**src/rtl/p4_instr_sequencer_if.sv**
```systemverilog
// Host/CPU-facing bus of the instruction sequencer.
// The master side is the host plus CPU (program load, run control, CPU w flag);
// the slave side is the sequencer itself.
interface p4_instr_sequencer_if #(
  parameter int AW = 4
) ();
  logic          prog_we;
  logic [AW-1:0] prog_addr;
  logic [15:0]   prog_data;
  logic [AW:0]   prog_len;
  logic          run;
  logic          abort;
  logic          cpu_w;
  logic          cpu_load;
  logic [15:0]   cpu_in;
  logic          cpu_s;
  logic          busy;
  logic          done;
  logic          err;
  logic [AW-1:0] pc;

  modport master (
    output prog_we, prog_addr, prog_data, prog_len, run, abort, cpu_w,
    input  cpu_load, cpu_in, cpu_s, busy, done, err, pc
  );

  modport slave (
    input  prog_we, prog_addr, prog_data, prog_len, run, abort, cpu_w,
    output cpu_load, cpu_in, cpu_s, busy, done, err, pc
  );
endinterface

```
**src/rtl/p4_instr_sequencer.sv**
```systemverilog
// Program buffer and issue controller for the Simple RISC Machine CPU.
// Host fills the buffer, pulses run; instructions are issued in order through
// load/in/s, paced by the CPU w flag, with timeout and abort handling.
module p4_instr_sequencer #(
  parameter int AW      = 4,
  parameter int TIMEOUT = 64
) (
  input logic                  clk,
  input logic                  reset,
  p4_instr_sequencer_if.slave  bus
);

  localparam int DEPTH = 2 ** AW;
  localparam int TW    = $clog2(TIMEOUT + 1);

  localparam logic [AW:0]   LEN_ONE  = 1;
  localparam logic [AW-1:0] PC_ONE   = 1;
  localparam logic [TW-1:0] TMO_ONE  = 1;
  localparam logic [TW-1:0] TMO_LAST = TW'(TIMEOUT - 1);

  typedef enum logic [1:0] {
    S_IDLE  = 2'd0,
    S_LOAD  = 2'd1,
    S_START = 2'd2,
    S_EXEC  = 2'd3
  } state_t;

  state_t        r_state;
  state_t        w_state_nxt;
  logic [15:0]   r_mem [DEPTH];
  logic [AW-1:0] r_pc;
  logic [AW-1:0] w_pc_nxt;
  logic [AW:0]   r_len;
  logic [TW-1:0] r_tmo;
  logic [15:0]   r_cpu_in;
  logic          r_done;
  logic          r_err;

  logic          w_last;
  logic          w_tmo_hit;
  logic          w_issue;
  logic          w_latch_len;
  logic          w_tmo_clr;
  logic          w_done_nxt;
  logic          w_err_set;
  logic          w_err_clr;

  // The last instruction is the one at index len-1 (len is never 0 while busy).
  assign w_last    = ({1'b0, r_pc} == (r_len - LEN_ONE));
  assign w_tmo_hit = (r_tmo == TMO_LAST);

  // Next-state and control decode; abort overrides every other transition.
  always_comb begin
    w_state_nxt = r_state;
    w_pc_nxt    = r_pc;
    w_issue     = 1'b0;
    w_latch_len = 1'b0;
    w_tmo_clr   = 1'b0;
    w_done_nxt  = 1'b0;
    w_err_set   = 1'b0;
    w_err_clr   = 1'b0;

    case (r_state)
      S_IDLE: begin
        if (bus.run) begin
          if (bus.prog_len == '0) begin
            w_done_nxt = 1'b1;
          end else if (bus.cpu_w) begin
            w_state_nxt = S_LOAD;
            w_pc_nxt    = '0;
            w_latch_len = 1'b1;
            w_err_clr   = 1'b1;
            w_issue     = 1'b1;
          end
        end
      end
      S_LOAD: begin
        w_state_nxt = S_START;
        w_tmo_clr   = 1'b1;
      end
      S_START: begin
        if (!bus.cpu_w) begin
          w_state_nxt = S_EXEC;
          w_tmo_clr   = 1'b1;
        end else if (w_tmo_hit) begin
          w_state_nxt = S_IDLE;
          w_err_set   = 1'b1;
        end
      end
      S_EXEC: begin
        if (bus.cpu_w) begin
          if (w_last) begin
            w_state_nxt = S_IDLE;
            w_done_nxt  = 1'b1;
          end else begin
            w_state_nxt = S_LOAD;
            w_pc_nxt    = r_pc + PC_ONE;
            w_issue     = 1'b1;
          end
        end else if (w_tmo_hit) begin
          w_state_nxt = S_IDLE;
          w_err_set   = 1'b1;
        end
      end
      default: begin
        w_state_nxt = S_IDLE;
      end
    endcase

    if (bus.abort && (r_state != S_IDLE)) begin
      w_state_nxt = S_IDLE;
      w_pc_nxt    = r_pc;
      w_issue     = 1'b0;
      w_latch_len = 1'b0;
      w_tmo_clr   = 1'b0;
      w_done_nxt  = 1'b0;
      w_err_set   = 1'b0;
      w_err_clr   = 1'b0;
    end
  end

  // State register.
  always_ff @(posedge clk or negedge reset) begin
    if (!reset) begin
      r_state <= S_IDLE;
    end else begin
      r_state <= w_state_nxt;
    end
  end

  // Program pointer, latched length, timeout counter, issued word and status flags.
  always_ff @(posedge clk or negedge reset) begin
    if (!reset) begin
      r_pc     <= '0;
      r_len    <= '0;
      r_tmo    <= '0;
      r_cpu_in <= 16'h0000;
      r_done   <= 1'b0;
      r_err    <= 1'b0;
    end else begin
      r_pc   <= w_pc_nxt;
      r_done <= w_done_nxt;
      if (w_latch_len) begin
        r_len <= bus.prog_len;
      end
      if (w_tmo_clr) begin
        r_tmo <= '0;
      end else if ((r_state == S_START) || (r_state == S_EXEC)) begin
        r_tmo <= r_tmo + TMO_ONE;
      end
      if (w_issue) begin
        r_cpu_in <= r_mem[w_pc_nxt];
      end
      if (w_err_set) begin
        r_err <= 1'b1;
      end else if (w_err_clr) begin
        r_err <= 1'b0;
      end
    end
  end

  // Program buffer write port; only the idle host may change the program.
  always_ff @(posedge clk) begin
    if (bus.prog_we && (r_state == S_IDLE)) begin
      r_mem[bus.prog_addr] <= bus.prog_data;
    end
  end

  assign bus.cpu_load = (r_state == S_LOAD);
  assign bus.cpu_s    = (r_state == S_START);
  assign bus.busy     = (r_state != S_IDLE);
  assign bus.cpu_in   = r_cpu_in;
  assign bus.done     = r_done;
  assign bus.err      = r_err;
  assign bus.pc       = r_pc;

endmodule

```
**src/flat_wrapper.sv**
```systemverilog
// flat-port wrapper written by rule: the top's interface ports become plain ports
module p4_instr_sequencer_flat 
#(
  parameter int AW      = 4,
  parameter int TIMEOUT = 64
)
  (clk, reset, bus_prog_we, bus_prog_addr, bus_prog_data, bus_prog_len, bus_run, bus_abort, bus_cpu_w, bus_cpu_load, bus_cpu_in, bus_cpu_s, bus_busy, bus_done, bus_err, bus_pc);
  p4_instr_sequencer_if #(.AW(AW)) bus_i ();
  input logic clk;
  input logic reset;
  input wire logic [$bits(bus_i.prog_we)-1:0] bus_prog_we;
  input wire logic [$bits(bus_i.prog_addr)-1:0] bus_prog_addr;
  input wire logic [$bits(bus_i.prog_data)-1:0] bus_prog_data;
  input wire logic [$bits(bus_i.prog_len)-1:0] bus_prog_len;
  input wire logic [$bits(bus_i.run)-1:0] bus_run;
  input wire logic [$bits(bus_i.abort)-1:0] bus_abort;
  input wire logic [$bits(bus_i.cpu_w)-1:0] bus_cpu_w;
  output wire logic [$bits(bus_i.cpu_load)-1:0] bus_cpu_load;
  output wire logic [$bits(bus_i.cpu_in)-1:0] bus_cpu_in;
  output wire logic [$bits(bus_i.cpu_s)-1:0] bus_cpu_s;
  output wire logic [$bits(bus_i.busy)-1:0] bus_busy;
  output wire logic [$bits(bus_i.done)-1:0] bus_done;
  output wire logic [$bits(bus_i.err)-1:0] bus_err;
  output wire logic [$bits(bus_i.pc)-1:0] bus_pc;
  assign bus_i.prog_we = bus_prog_we;
  assign bus_i.prog_addr = bus_prog_addr;
  assign bus_i.prog_data = bus_prog_data;
  assign bus_i.prog_len = bus_prog_len;
  assign bus_i.run = bus_run;
  assign bus_i.abort = bus_abort;
  assign bus_i.cpu_w = bus_cpu_w;
  assign bus_cpu_load = bus_i.cpu_load;
  assign bus_cpu_in = bus_i.cpu_in;
  assign bus_cpu_s = bus_i.cpu_s;
  assign bus_busy = bus_i.busy;
  assign bus_done = bus_i.done;
  assign bus_err = bus_i.err;
  assign bus_pc = bus_i.pc;
  p4_instr_sequencer #(.AW(AW), .TIMEOUT(TIMEOUT)) u_core (.clk(clk), .reset(reset), .bus(bus_i));
endmodule
```
**config.mk**
```make
export PLATFORM = sky130hd
export DESIGN_NAME = p4_instr_sequencer_flat
export DESIGN_NICKNAME = d
export VERILOG_FILES = /design/src/rtl/p4_instr_sequencer_if.sv /design/src/rtl/p4_instr_sequencer.sv /design/src/flat_wrapper.sv
export SDC_FILE = /design/constraint.sdc
export NUM_CORES = 1
export LEC_CHECK = 0
export CAP_MARGIN = 20
export CORE_ASPECT_RATIO = 0.9
export CORE_UTILIZATION = 30
export CTS_CLUSTER_SIZE = 20
export DETAILED_ROUTE_END_ITERATION = 6
export GPL_TIMING_DRIVEN = 0
export SLEW_MARGIN = 20
export SYNTH_ARGS = -nofsm -noshare
export SYNTH_HDL_FRONTEND = slang
export SYNTH_SLANG_ARGS = --single-unit
```
**constraint.sdc**
```tcl
create_clock -name clk -period 3.64 [get_ports clk]
set_input_delay 1.092 -clock clk [delete_from_list [all_inputs] [get_ports clk]]
set_output_delay 1.092 -clock clk [all_outputs]
set_load 0.02 [all_outputs]
```
==> out/summary.json, run 1 <==
{
  "yosys_register_bits": {"value": 292},
  "diodes": {"value": 0},
  "regToRegEndpoint": {"value": "u_core.bus.cpu_in[14]$_DFFE_PN0P_"},
  "cts_sinks": {"value": 292},
  "syn_avg_cell_area": {"value": 15.1, "unit": "sq um"},
  "power.net_switching": {"value": 0.00310, "unit": "W"},
  "max_freq": {"value": 287, "unit": "MHz"},
  "static-leakage-power": {"value": 5.50, "unit": "nW"},
  "fin_worst_skew": {"value": 0.0205, "unit": "ns"},
  "global_route_wire_length_before_repair": {"value": 42.9, "unit": "mm"},
  "worst_setup_path_endpoint": {"value": "u_core.bus.cpu_in[14]$_DFFE_PN0P_"},
  "power_density": {"value": 680, "unit": "nW/um^2"},
  "synth_area": {"value": 12000, "unit": "sq um"},
  "cts_max_level": {"value": 2},
  "slew_violations": {"value": 0},
  "finish.net_count": {"value": 943},
  "worst_hold_path_type": {"value": "reg -> reg"},
  "synthMuxAreaShare": {"value": 0.0953},
  "via_count_of_the_first_global_routing_pass": {"value": 7097},
  "post-route-util": {"value": 0.370},
  "dpl-instance-area": {"value": 13500, "unit": "sq um"},
  "final-hold-violation-count": {"value": 0},
  "share_clk_of_total_power": {"value": 0.313},
  "run_status": {"value": "finished, final reports clean"},
  "worst-r2r-setup-slack": {"value": 0.29, "unit": "ns"},
  "number_of_cells_produced_by_synthesis": {"value": 791},
  "post_synth_net_total": {"value": 830},
  "timing.critical_path.required": {"value": 4.07, "unit": "ns"},
  "row_count": {"value": 69},
  "synth_warnings": {"value": 0},
  "peakVddDrop": {"value": 0.373, "unit": "mV"},
  "core": {"value": 39400, "unit": "sq um"},
  "netlist.area_leader.share": {"value": 0.642},
  "setup_failing_eps_final": {"value": 0},
  "combinationalPowerShare": {"value": 0.280},
  "clock_tree_root_driver_cell": {"value": "clkbuf_16"},
  "initial_utilization": {"value": 0.304},
  "initialDrtViolationCount": {"value": 534},
  "detail_route.vias_per_cell": {"value": 4.86},
  "synth_async_sr_flop_share": {"value": 0.123},
  "synth_adder_area_share": {"value": 0.00837},
  "drc": {"value": 0},
  "synth_simple_gate_area_frac": {"value": 0.0756},
  "cts_inserted_buffers": {"value": 34},
  "critPathLaunchType": {"value": "primary input"},
  "post-synth-top-area-cell": {"value": "edfxtp_1"},
  "first_element_of_the_critical_path": {"value": "bus_run"},
  "finalWirelength": {"value": 28.3, "unit": "mm"},
  "ant_nets": {"value": 0},
  "worst_r2r_startpoint": {"value": "u_core.r_len[0]$_DFFE_PN0P_"},
  "rsz0062_at_grt": {"value": "false"},
  "synth_compound_gate_area_share": {"value": 0.0715},
  "routed_wire_length_per_instance": {"value": 19.4, "unit": "um"},
  "max-clock-path-buffers": {"value": 3},
  "syn2layout_area_growth": {"value": 21.9, "unit": "%"},
  "detail_route.first_pass.iterations": {"value": 4},
  "layout.cells.most_common": {"value": "edfxtp_1"},
  "ys_seq_area_frac": {"value": 0.718},
  "die_y": {"value": 191, "unit": "um"},
  "yosys.cell_types.count": {"value": 54},
  "max-cap-violations": {"value": 0},
  "clock_network_latency_to_the_later_pin_of_the_worst_skew_pair": {"value": 0.52, "unit": "ns"},
  "crit_path_max_fanout": {"value": 10},
  "finalCritPeriodShare": {"value": 0.957},
  "internal_power": {"value": 0.00682, "unit": "W"},
  "power_switching_share": {"value": 0.312},
  "critPathKind": {"value": "in -> reg"},
  "worst_slew_pin_slew": {"value": 0.820, "unit": "ns"},
  "post_route_design_area": {"value": 14600, "unit": "sq um"},
  "die_wd": {"value": 213, "unit": "um"},
  "global_placer_s_final_weighted_congestion": {"value": 0.786},
  "synth_enable_flop_cells": {"value": 256},
  "layout-drive-gt1-share": {"value": 0.164},
  "die_outline_area": {"value": 40700, "unit": "sq um"},
  "antenna_violations_before_repair": {"value": 0},
  "synth.top_cells.by_area": {"value": "edfxtp_1, mux2i_1, dfrtp_1"},
  "io_buffer_count": {"value": 55},
  "post_cts_clock_slew_at_the_launch_and_capture_registers_of_the_worst_setup_and_hold_paths": {"value": 0.06, "unit": "ns"},
  "top_level_ports": {"value": 56},
  "gr-total-overflow": {"value": 0},
  "post-route-min-period": {"value": 3.48, "unit": "ns"},
  "layout_common_cells": {"value": "edfxtp_1, mux2i_1, nand2_1"},
  "place.detailed.hpwl": {"value": 18.8, "unit": "mm"},
  "synthXorXnorAreaFrac": {"value": 0.00805},
  "routed-via-count": {"value": 7084},
  "timing.critical_path.to_type": {"value": "flip-flop"},
  "tritoncts_clock_tree": {"value": "done"},
  "fillcell_total": {"value": 3719},
  "timing.max_slew.rel_slack": {"value": 0.451},
  "critical_path_arrival": {"value": 3.91, "unit": "ns"},
  "synthFlopType": {"value": "edfxtp_1"},
  "gr-usage-all-layers": {"value": 0.141},
  "power.share.sequential": {"value": 0.407},
  "main_combinational_cell_family_by_area_after_synthesis": {"value": "multiplexers"},
  "power.total": {"value": 0.00992, "unit": "W"},
  "rr_worst_depth": {"value": 12},
  "grt_start_max_net_pins": {"value": 20},
  "final_sum_of_negative_setup_slack": {"value": 0, "unit": "ns"}
}
-- cells in the mapped netlist (all sizes together), types with 2 or more instances --
| cell type | number |
|---|---|
| nand2 | 95 |
| a21oi | 28 |
| a22oi | 10 |
| dfrtp | 36 |
| inv | 8 |
| xor2 | 7 |
| nor2b | 2 |
| clkbuf | 9 |
| buf | 28 |
| o211ai | 12 |
| edfxtp | 256 |
| nand4 | 3 |
| nand3b | 2 |
| a221o | 13 |
| mux2 | 15 |
| o22ai | 7 |
| nand3 | 6 |
| nor2 | 67 |
| and2 | 4 |
| mux2i | 97 |
| or3 | 2 |
| a32oi | 13 |
| a221oi | 7 |
| nor3 | 12 |
| nand4b | 3 |
| xnor2 | 4 |
| o21ai | 5 |
| o221ai | 12 |
| nand2b | 5 |
| nor3b | 2 |
| ha | 8 |
-- logic make-up after synthesis --
| group | count (synthesis) |
|---|---|
| fa+ha+maj | 8 |
| mux | 112 |
| buf+inv | 46 |
| compound gates | 114 |
| xor+xnor | 11 |
| flops | 292 |
| simple gates | 208 |
-- state kept, by name, indices dropped and copies added (netlist names) --
register / cells
u_core.bus.cpu_in: 16
u_core.r_len: 5
u_core.r_mem: 256
u_core.r_state: 2
u_core.bus.pc: 4
u_core.bus.done: 1
u_core.r_tmo: 7
u_core.bus.err: 1
-- power groups by stage --
stage / logic, W / clock network [W] / registers [W]
floorplan: 0.00174 / 0 / 0.00415
global placement: 0.00268 / 0 / 0.00411
detailed placement: 0.00273 / 0 / 0.00411
CTS: 0.00275 / 0.00318 / 0.00404
global route: 0.00303 / 0.00330 / 0.00407
finish: 0.00278 / 0.00311 / 0.00404
-- timing repair --
action | in CTS | in global routing
endpoints found under the setup margin | 15 | 12
setup buffers | 2 | 0
gates cloned | 0 | 0
gates resized for setup | 8 | 22
hold buffers | 0 | 0
pin swaps | 1 | 0
-- metal layers --
metal  up-vias  part of all wire  global-route usage
li1       3264                 -                   -
met1      3561              0.45               0.193
met2       215              0.48               0.231
met3        44             0.058              0.0233
met4         0             0.018              0.0376
met5         -                 0                   0
-- worst min-delay path by stage --
stage	to	slack (ns)	from	cells after the start
final	u_core.bus.err$_DFFE_PN0P_	0.51	u_core.bus.err$_DFFE_PN0P_	1
after global routing	u_core.bus.err$_DFFE_PN0P_	0.52	u_core.bus.err$_DFFE_PN0P_	1
after CTS	u_core.bus.err$_DFFE_PN0P_	0.50	u_core.bus.err$_DFFE_PN0P_	1
after detailed placement	u_core.bus.err$_DFFE_PN0P_	0.49	u_core.bus.err$_DFFE_PN0P_	1
after global placement	u_core.bus.err$_DFFE_PN0P_	0.48	u_core.bus.err$_DFFE_PN0P_	1
after floorplan	u_core.r_len[1]$_DFFE_PN0P_	0.50	u_core.r_len[1]$_DFFE_PN0P_	1
-- cell type report --
type                    instances  area [sq um]  area share
plain buffers                  37           267      0.0183
clock buffers                  42           901      0.0618
clock inverters                16           121     0.00832
inverters                       9          38.8     0.00266
multi-input cells             453          3210       0.220
flip-flops and latches        292          8590       0.589
well taps                     532           666      0.0456
repair buffers                 77           791      0.0542
-- critical path, cell delays in order --
cell and delay (ns):
clkdlybuf4s50_1 0.56, nand4b_1 0.18, a21oi_4 0.24, nor2_1 0.10, a21oi_1 0.23, o22ai_4 0.15, buf_2 0.21, buf_2 0.23
nor2_2 0.50, a22oi_1 0.25, o211ai_1 0.14
-- per-stage QoR --
| step | std cells | setup WS [ns] | hold slack, ns |
|---|---|---|---|
| floorplan | 791 | 0.462 | 0.503 |
| global placement | 1378 | -1.04 | 0.481 |
| detailed placement | 1398 | -0.936 | 0.488 |
| CTS | 1458 | 0.0294 | 0.502 |
| global route | 1458 | 0.000173 | 0.516 |
| finish | 1458 | 0.158 | 0.506 |
Note: power is estimated with default switching activity, not from simulation.
==> run 2: changes to the inputs <==
--- a/config.mk
+++ b/config.mk
@@ -8,8 +8,10 @@
 export CAP_MARGIN = 20
 export CORE_ASPECT_RATIO = 0.9
 export CORE_UTILIZATION = 30
+export CTS_BUF_LIST = sky130_fd_sc_hd__clkbuf_8
 export CTS_CLUSTER_SIZE = 20
 export DETAILED_ROUTE_END_ITERATION = 6
+export GPL_ROUTABILITY_DRIVEN = 0
 export GPL_TIMING_DRIVEN = 0
 export SLEW_MARGIN = 20
 export SYNTH_ARGS = -nofsm -noshare
==> run 2 against run 1 <==
  * Hold slack lost 0.025 ns
  * Clock power shrank 9.6%
  * Combinational power is essentially flat
  * Clock skew grew 0.0067 ns
  * Flip-flop and latch count is the same
  * Critical path depth is the same
  * Total power shrank 3.1%
  * Non-clock buffer count is the same
  * Die area is the same
  * Global-route usage grew 0.091 points
  * Design area shrank 0.44%
==> out/summary.json, run 2 (synthesized netlist as in run 1, its figures left out) <==
{
  "pre_cts_ws": {"value": -0.936, "unit": "ns"},
  "final-hold-violation-count": {"value": 0},
  "setup_failing_eps_final": {"value": 0},
  "clock_network_latency_to_the_later_pin_of_the_worst_skew_pair": {"value": 0.59, "unit": "ns"},
  "cp_cell_sequence": {"value": "clkdlybuf4s50_1 > nor3_2 > a21oi_2 > nor2_1 > a21oi_1 > o22ai_4 > buf_2 > nand2_1 > clkbuf_2 > o221ai_1 > o211ai_1"},
  "die_wd": {"value": 213, "unit": "um"},
  "cts_max_level": {"value": 2},
  "regToRegEndpoint": {"value": "u_core.bus.cpu_in[12]$_DFFE_PN0P_"},
  "max_freq": {"value": 283, "unit": "MHz"},
  "detail_route.first_pass.iterations": {"value": 4},
  "max-cap-violations": {"value": 0},
  "power.share.sequential": {"value": 0.420},
  "worst_slew_pin_slew": {"value": 0.812, "unit": "ns"},
  "routed-via-count": {"value": 7099},
  "combinationalPowerShare": {"value": 0.288},
  "largest_register_ffs": {"value": 256},
  "rr_worst_depth": {"value": 12},
  "finish.net_count": {"value": 958},
  "crit_path_max_fanout": {"value": 10},
  "critPathLaunchType": {"value": "primary input"},
  "tritoncts_clock_tree": {"value": "done"},
  "cp.depth": {"value": 11},
  "worst_path_max_delay_cell": {"value": "clkdlybuf4s50_1"},
  "gr-usage-all-layers": {"value": 0.142},
  "global_route_wire_length_before_repair": {"value": 43.1, "unit": "mm"},
  "via_count_of_the_first_global_routing_pass": {"value": 7237},
  "cts_sinks": {"value": 292},
  "row_count": {"value": 69},
  "timing.critical_path.max_delay_family": {"value": "compound AO/OA/AOI/OAI gates"},
  "gr-total-overflow": {"value": 0},
  "share_clk_of_total_power": {"value": 0.292},
  "die_outline_area": {"value": 40700, "unit": "sq um"},
  "dpl-instance-area": {"value": 13500, "unit": "sq um"},
  "worst-r2r-setup-slack": {"value": 0.23, "unit": "ns"},
  "die_y": {"value": 191, "unit": "um"},
  "power_density": {"value": 662, "unit": "nW/um^2"},
  "cts_inserted_buffers": {"value": 49},
  "worst_r2r_startpoint": {"value": "u_core.r_state[0]$_DFFE_PN0P_"},
  "timing.critical_path.slowest_cell_delay": {"value": 0.44, "unit": "ns"},
  "initial_utilization": {"value": 0.304},
  "detail_route.vias_per_cell": {"value": 4.76},
  "initialDrtViolationCount": {"value": 658},
  "post-route-min-period": {"value": 3.53, "unit": "ns"},
  "run_status": {"value": "finished, final reports clean"},
  "max-clock-path-buffers": {"value": 3},
  "power.net_switching": {"value": 0.00307, "unit": "W"},
  "ant_nets": {"value": 0},
  "static-leakage-power": {"value": 5.56, "unit": "nW"},
  "place.detailed.hpwl": {"value": 18.8, "unit": "mm"},
  "post_route_design_area": {"value": 14500, "unit": "sq um"},
  "internal_power": {"value": 0.00655, "unit": "W"},
  "io_buffer_count": {"value": 55},
  "setup_slack": {"value": 0.107, "unit": "ns"},
  "slew_violations": {"value": 0},
  "drc": {"value": 0},
  "power_switching_share": {"value": 0.319},
  "first_element_of_the_critical_path": {"value": "bus_prog_len[1]"},
  "core": {"value": 39400, "unit": "sq um"},
  "finalCritPeriodShare": {"value": 0.971},
  "critPathKind": {"value": "in -> reg"},
  "top_level_ports": {"value": 56},
  "clock_tree_root_driver_cell": {"value": "clkbuf_8"},
  "routed_wire_length_per_instance": {"value": 19.0, "unit": "um"},
  "reg_with_most_ffs": {"value": "u_core.r_mem"},
  "fin_worst_skew": {"value": 0.0272, "unit": "ns"},
  "crit_buf_inv": {"value": 3},
  "timing.critical_path.required": {"value": 4.08, "unit": "ns"},
  "finalWirelength": {"value": 28.3, "unit": "mm"},
  "timing.max_slew.rel_slack": {"value": 0.457},
  "layout_common_cells": {"value": "edfxtp_1, mux2i_1, nand2_1"},
  "critical_path_arrival": {"value": 3.97, "unit": "ns"},
  "antenna_violations_before_repair": {"value": 0},
  "rsz0062_at_grt": {"value": "true"},
  "timing.critical_path.to_type": {"value": "flip-flop"},
  "grt_start_max_net_pins": {"value": 20},
  "worst_hold_path_type": {"value": "in -> async"},
  "layout-drive-gt1-share": {"value": 0.172},
  "worst_setup_path_endpoint": {"value": "u_core.bus.cpu_in[12]$_DFFE_PN0P_"},
  "fillcell_total": {"value": 3722},
  "layout.cells.most_common": {"value": "edfxtp_1"},
  "peakVddDrop": {"value": 0.240, "unit": "mV"},
  "post_cts_clock_slew_at_the_launch_and_capture_registers_of_the_worst_setup_and_hold_paths": {"value": 0.06, "unit": "ns"},
  "syn2layout_area_growth": {"value": 21.4, "unit": "%"}
}
==> run 2: cell count changes in the layout (fill, tap and decap cells not counted), sizes merged <==
cell / change
buf: -1
bufinv: +1
clkbuf: +16
clkinv: -3
diode: +1
inv: +20
==> run 2: worst reg2reg max path: cells and delay by family, from the launching register on <==
| kind | cells | cell delay [ns] |
|---|---|---|
| flip-flops | 1 | 0.42 |
| buffers and inverters | 3 | 0.57 |
| adder cells (fa/ha/maj) | 1 | 0.39 |
| AO/OA/AOI/OAI | 4 | 1.15 |
| AND/OR/NAND/NOR | 4 | 0.81 |
==> run 2: metrics by stage <==
| stage | hold slack (ns) | util | setup TNS [ns] | instances | power, W |
|---|---|---|---|---|---|
| 5_1_grt | 0.498 | 0.369 | -0.0215 | 1491 | 0.0101 |
| 3_5_place_dp | 0.488 | 0.342 | -12.38 | 1398 | 0.00684 |
| 2_1_floorplan | 0.503 | - | 0 | 791 | 0.00589 |
| 4_1_cts | 0.473 | 0.368 | 0 | 1491 | 0.00968 |
| 3_3_place_gp | 0.481 | 0.335 | -80.67 | 1378 | 0.00678 |
| 6_report | 0.481 | 0.369 | 0 | 1492 | 0.00962 |
==> run 2: what timing repair did <==
action                                  4_1_cts  5_1_grt
hold buffers                                  0        0
endpoints found under the setup margin       13       12
endpoints found under the hold margin         0        0
gates resized for setup                       7       16
buffers inserted                              2        0
pin swaps                                     1        0
==> run 2: how the worst min path moves through the flow <==
| stage | from | to | slack [ns] | cells after the start |
|---|---|---|---|---|
| 2_1_floorplan | u_core.r_len[1]$_DFFE_PN0P_ | u_core.r_len[1]$_DFFE_PN0P_ | 0.50 | 1 |
| 3_3_place_gp | u_core.bus.err$_DFFE_PN0P_ | u_core.bus.err$_DFFE_PN0P_ | 0.48 | 1 |
| 3_5_place_dp | u_core.bus.err$_DFFE_PN0P_ | u_core.bus.err$_DFFE_PN0P_ | 0.49 | 1 |
| 4_1_cts | reset | u_core.r_len[3]$_DFFE_PN0P_ | 0.47 | 1 |
| 5_1_grt | reset | u_core.r_len[3]$_DFFE_PN0P_ | 0.50 | 1 |
| 6_report | reset | u_core.r_len[3]$_DFFE_PN0P_ | 0.48 | 1 |
==> run 2: power groups by stage <==
stage	Combinational (W)	Sequential, W	Clock, W
floorplan	0.00174	0.00415	0
global placement	0.00268	0.00411	0
detailed placement	0.00273	0.00411	0
CTS	0.00275	0.00404	0.00288
global route	0.00302	0.00407	0.00303
finish	0.00277	0.00404	0.00281
==> run 2: routing by layer <==
layer | GRT usage | vias to the layer above | share of wire | wire length (um)
met5 | 0 | - | 0 | 0
met4 | 0.0415 | 0 | 0.019 | 538
met3 | 0.0251 | 48 | 0.051 | 1450
met2 | 0.233 | 178 | 0.48 | 13500
met1 | 0.191 | 3567 | 0.45 | 12900
li1 | - | 3306 | - | -
==> run 2: final cells by class <==
class | instances | area [sq um] | share of cell area
Timing Repair Buffer | 77 | 791 | 0.0545
Multi-Input combinational cell | 453 | 3200 | 0.220
Tap cell | 532 | 666 | 0.0458
Clock buffer | 57 | 785 | 0.0540
Antenna cell | 1 | 2.50 | 0.000172
Sequential cell | 292 | 8590 | 0.591
Inverter | 9 | 38.8 | 0.00267
Clock inverter | 34 | 191 | 0.0132
Buffer | 37 | 264 | 0.0182
==> run 3: changes to the inputs <==
--- a/config.mk
+++ b/config.mk
@@ -7,12 +7,15 @@
 export LEC_CHECK = 0
 export CAP_MARGIN = 20
 export CORE_ASPECT_RATIO = 0.9
+export CORE_MARGIN = 1
 export CORE_UTILIZATION = 30
 export CTS_BUF_LIST = sky130_fd_sc_hd__clkbuf_8
+export CTS_CLUSTER_DIAMETER = 50
 export CTS_CLUSTER_SIZE = 20
 export DETAILED_ROUTE_END_ITERATION = 6
 export GPL_ROUTABILITY_DRIVEN = 0
 export GPL_TIMING_DRIVEN = 0
+export PLACE_DENSITY = 0.5
 export SLEW_MARGIN = 20
 export SYNTH_ARGS = -nofsm -noshare
 export SYNTH_HDL_FRONTEND = slang
==> run 3 against run 2 <==
  * Non-clock buffer count is 5 lower
  * Worst setup slack better by 0.093 ns
  * Global-route usage is 0.61 points higher
  * Flip-flop and latch count stayed put
  * Combinational power hardly changed
  * Register-to-register slack hardly changed
  * Count of clock-buffer cells in the layout is 26 lower
  * Fmax is 2.7% higher
  * Hold slack worse by 0.092 ns
  * Clock skew is 0.0083 ns lower
  * Via count is 2.0% lower
==> out/summary.json, run 3 (synthesized netlist as in run 1, its figures left out) <==
{
  "crit_buf_inv": {"value": 3},
  "final_cell_count_no_fill": {"value": 1452},
  "static-leakage-power": {"value": 5.32, "unit": "nW"},
  "worst_slew_pin_slew": {"value": 0.797, "unit": "ns"},
  "post_route_design_area": {"value": 14300, "unit": "sq um"},
  "max-cap-violations": {"value": 0},
  "finalCritPeriodShare": {"value": 0.945},
  "cts_max_level": {"value": 1},
  "pre_cts_ws": {"value": -1.10, "unit": "ns"},
  "gr-total-overflow": {"value": 0},
  "finish.net_count": {"value": 935},
  "power.share.sequential": {"value": 0.432},
  "fillcell_total": {"value": 3789},
  "worst_path_max_delay_cell": {"value": "clkdlybuf4s50_1"},
  "cp_cell_sequence": {"value": "clkdlybuf4s50_1 > nor3_2 > a21oi_2 > nor2_1 > a21oi_1 > o22ai_4 > buf_2 > buf_2 > nor2_2 > a22oi_1 > o211ai_1"},
  "slew_violations": {"value": 0},
  "final-hold-violation-count": {"value": 0},
  "cts_sinks": {"value": 292},
  "ant_nets": {"value": 0},
  "layout.cells.most_common": {"value": "edfxtp_1"},
  "initialDrtViolationCount": {"value": 577},
  "die_wd": {"value": 213, "unit": "um"},
  "tritoncts_clock_tree": {"value": "done"},
  "internal_power": {"value": 0.00625, "unit": "W"},
  "global_route_wire_length_before_repair": {"value": 44.1, "unit": "mm"},
  "post_cts_clock_slew_at_the_launch_and_capture_registers_of_the_worst_setup_and_hold_paths": {"value": 0.09, "unit": "ns"},
  "rr_worst_depth": {"value": 14},
  "die_outline_area": {"value": 40700, "unit": "sq um"},
  "max_freq": {"value": 291, "unit": "MHz"},
  "place.detailed.hpwl": {"value": 19.6, "unit": "mm"},
  "grt_start_max_net_pins": {"value": 25},
  "clock_network_latency_to_the_later_pin_of_the_worst_skew_pair": {"value": 0.62, "unit": "ns"},
  "worst-r2r-setup-slack": {"value": 0.23, "unit": "ns"},
  "layout_common_cells": {"value": "edfxtp_1, mux2i_1, nand2_1"},
  "cts_hold_repair.buffers": {"value": 0},
  "core": {"value": 39400, "unit": "sq um"},
  "numPlacedInstances": {"value": 1394},
  "routed-via-count": {"value": 6957},
  "power.net_switching": {"value": 0.00309, "unit": "W"},
  "share_clk_of_total_power": {"value": 0.270},
  "gr-usage-all-layers": {"value": 0.148},
  "detail_route.vias_per_cell": {"value": 4.79},
  "clock_tree_root_driver_cell": {"value": "clkbuf_8"},
  "timing.max_slew.rel_slack": {"value": 0.467},
  "diodes": {"value": 0},
  "combined_area_of_the_multi_input_logic_cells": {"value": 3220, "unit": "sq um"},
  "run_status": {"value": "finished, final reports clean"},
  "layout-drive-gt1-share": {"value": 0.160},
  "top_level_ports": {"value": 56},
  "io_buffer_count": {"value": 55},
  "peakVddDrop": {"value": 0.252, "unit": "mV"},
  "power_switching_share": {"value": 0.331},
  "path_common_cell": {"value": "buf_2"},
  "reg_with_most_ffs": {"value": "u_core.r_mem"},
  "setup_slack": {"value": 0.200, "unit": "ns"},
  "fin_worst_skew": {"value": 0.0190, "unit": "ns"},
  "timing.critical_path.required": {"value": 4.12, "unit": "ns"},
  "crit_path_max_fanout": {"value": 10},
  "worst_hold_path_type": {"value": "in -> async"},
  "critical_path_arrival": {"value": 3.92, "unit": "ns"},
  "power_density": {"value": 655, "unit": "nW/um^2"},
  "critPathKind": {"value": "in -> reg"},
  "antenna_violations_before_repair": {"value": 0},
  "critPathLaunchType": {"value": "primary input"},
  "final-seq-area": {"value": 8590, "unit": "sq um"},
  "dpl-instance-area": {"value": 13400, "unit": "sq um"},
  "via_count_of_the_first_global_routing_pass": {"value": 6883},
  "cts_inserted_buffers": {"value": 31},
  "detail_route.first_pass.iterations": {"value": 4},
  "row_count": {"value": 69},
  "routed_wire_length_per_instance": {"value": 20.4, "unit": "um"},
  "worst_r2r_startpoint": {"value": "u_core.r_state[0]$_DFFE_PN0P_"},
  "timing.critical_path.max_delay_family": {"value": "compound AO/OA/AOI/OAI gates"},
  "die_y": {"value": 191, "unit": "um"},
  "largest_register_ffs": {"value": 256},
  "finalWirelength": {"value": 29.7, "unit": "mm"},
  "combinationalPowerShare": {"value": 0.298},
  "post-route-min-period": {"value": 3.44, "unit": "ns"},
  "drc": {"value": 0},
  "timing.critical_path.slowest_cell_delay": {"value": 0.44, "unit": "ns"},
  "initial_utilization": {"value": 0.304},
  "max-clock-path-buffers": {"value": 3},
  "syn2layout_area_growth": {"value": 19.1, "unit": "%"},
  "regToRegEndpoint": {"value": "u_core.bus.cpu_in[14]$_DFFE_PN0P_"},
  "timing.critical_path.to_type": {"value": "flip-flop"},
  "setup_failing_eps_final": {"value": 0}
}
[run 3: metal layers]
metal | global-route usage | vias to the layer above | share of wire
met5 | 0 | - | 0
met4 | 0.0396 | 0 | 0.024
met3 | 0.0233 | 48 | 0.043
met2 | 0.238 | 136 | 0.46
met1 | 0.207 | 3532 | 0.47
li1 | - | 3241 | -
[run 3: stage by stage]
| step | TNS, ns | hold WS (ns) | total power [W] | utilization |
|---|---|---|---|---|
| 2_1_floorplan | 0 | 0.503 | 0.00589 | - |
| 3_3_place_gp | -103.51 | 0.484 | 0.00684 | 0.335 |
| 3_5_place_dp | -14.44 | 0.482 | 0.00687 | 0.341 |
| 4_1_cts | 0 | 0.354 | 0.00941 | 0.361 |
| 5_1_grt | -0.00544 | 0.374 | 0.00978 | 0.362 |
| 6_report | 0 | 0.389 | 0.00934 | 0.362 |
[run 3: power groups by stage]
stage                     clock network, W  registers [W]  logic, W
after CTS                          0.00258        0.00404   0.00279
after detailed placement                 0        0.00412   0.00276
after global placement                   0        0.00412   0.00272
after global routing               0.00270        0.00406   0.00302
final                              0.00252        0.00404   0.00278
after floorplan                          0        0.00415   0.00174
[run 3: worst max-delay path by stage]
stage                                             start                                end  slack [ns]  cells past startpoint
after floorplan                         bus_prog_len[1]   u_core.bus.cpu_in[1]$_DFFE_PN0P_        0.46                     13
after global placement                  bus_prog_len[1]   u_core.bus.cpu_in[3]$_DFFE_PN0P_       -1.09                     11
after detailed placement                bus_prog_len[1]   u_core.bus.cpu_in[3]$_DFFE_PN0P_       -1.10                     11
after CTS                 u_core.r_state[0]$_DFFE_PN0P_  u_core.bus.cpu_in[14]$_DFFE_PN0P_       0.002                     15
after global routing      u_core.r_state[0]$_DFFE_PN0P_  u_core.bus.cpu_in[14]$_DFFE_PN0P_      -0.005                     14
final                                   bus_prog_len[1]  u_core.bus.cpu_in[14]$_DFFE_PN0P_        0.20                     11
[run 3: final cells by class]
class	count	area share
Buffer	37	0.0184
Clock buffer	31	0.0299
Clock inverter	26	0.0226
Inverter	9	0.00272
Multi-Input combinational cell	453	0.226
Sequential cell	292	0.602
Tap cell	532	0.0467
Timing Repair Buffer	72	0.0515
[run 3: timing repair]
action	CTS	global route
pin swaps	1	0
buffers inserted	1	0
cloned	0	0
resized for setup	9	13
setup endpoints to repair	15	14
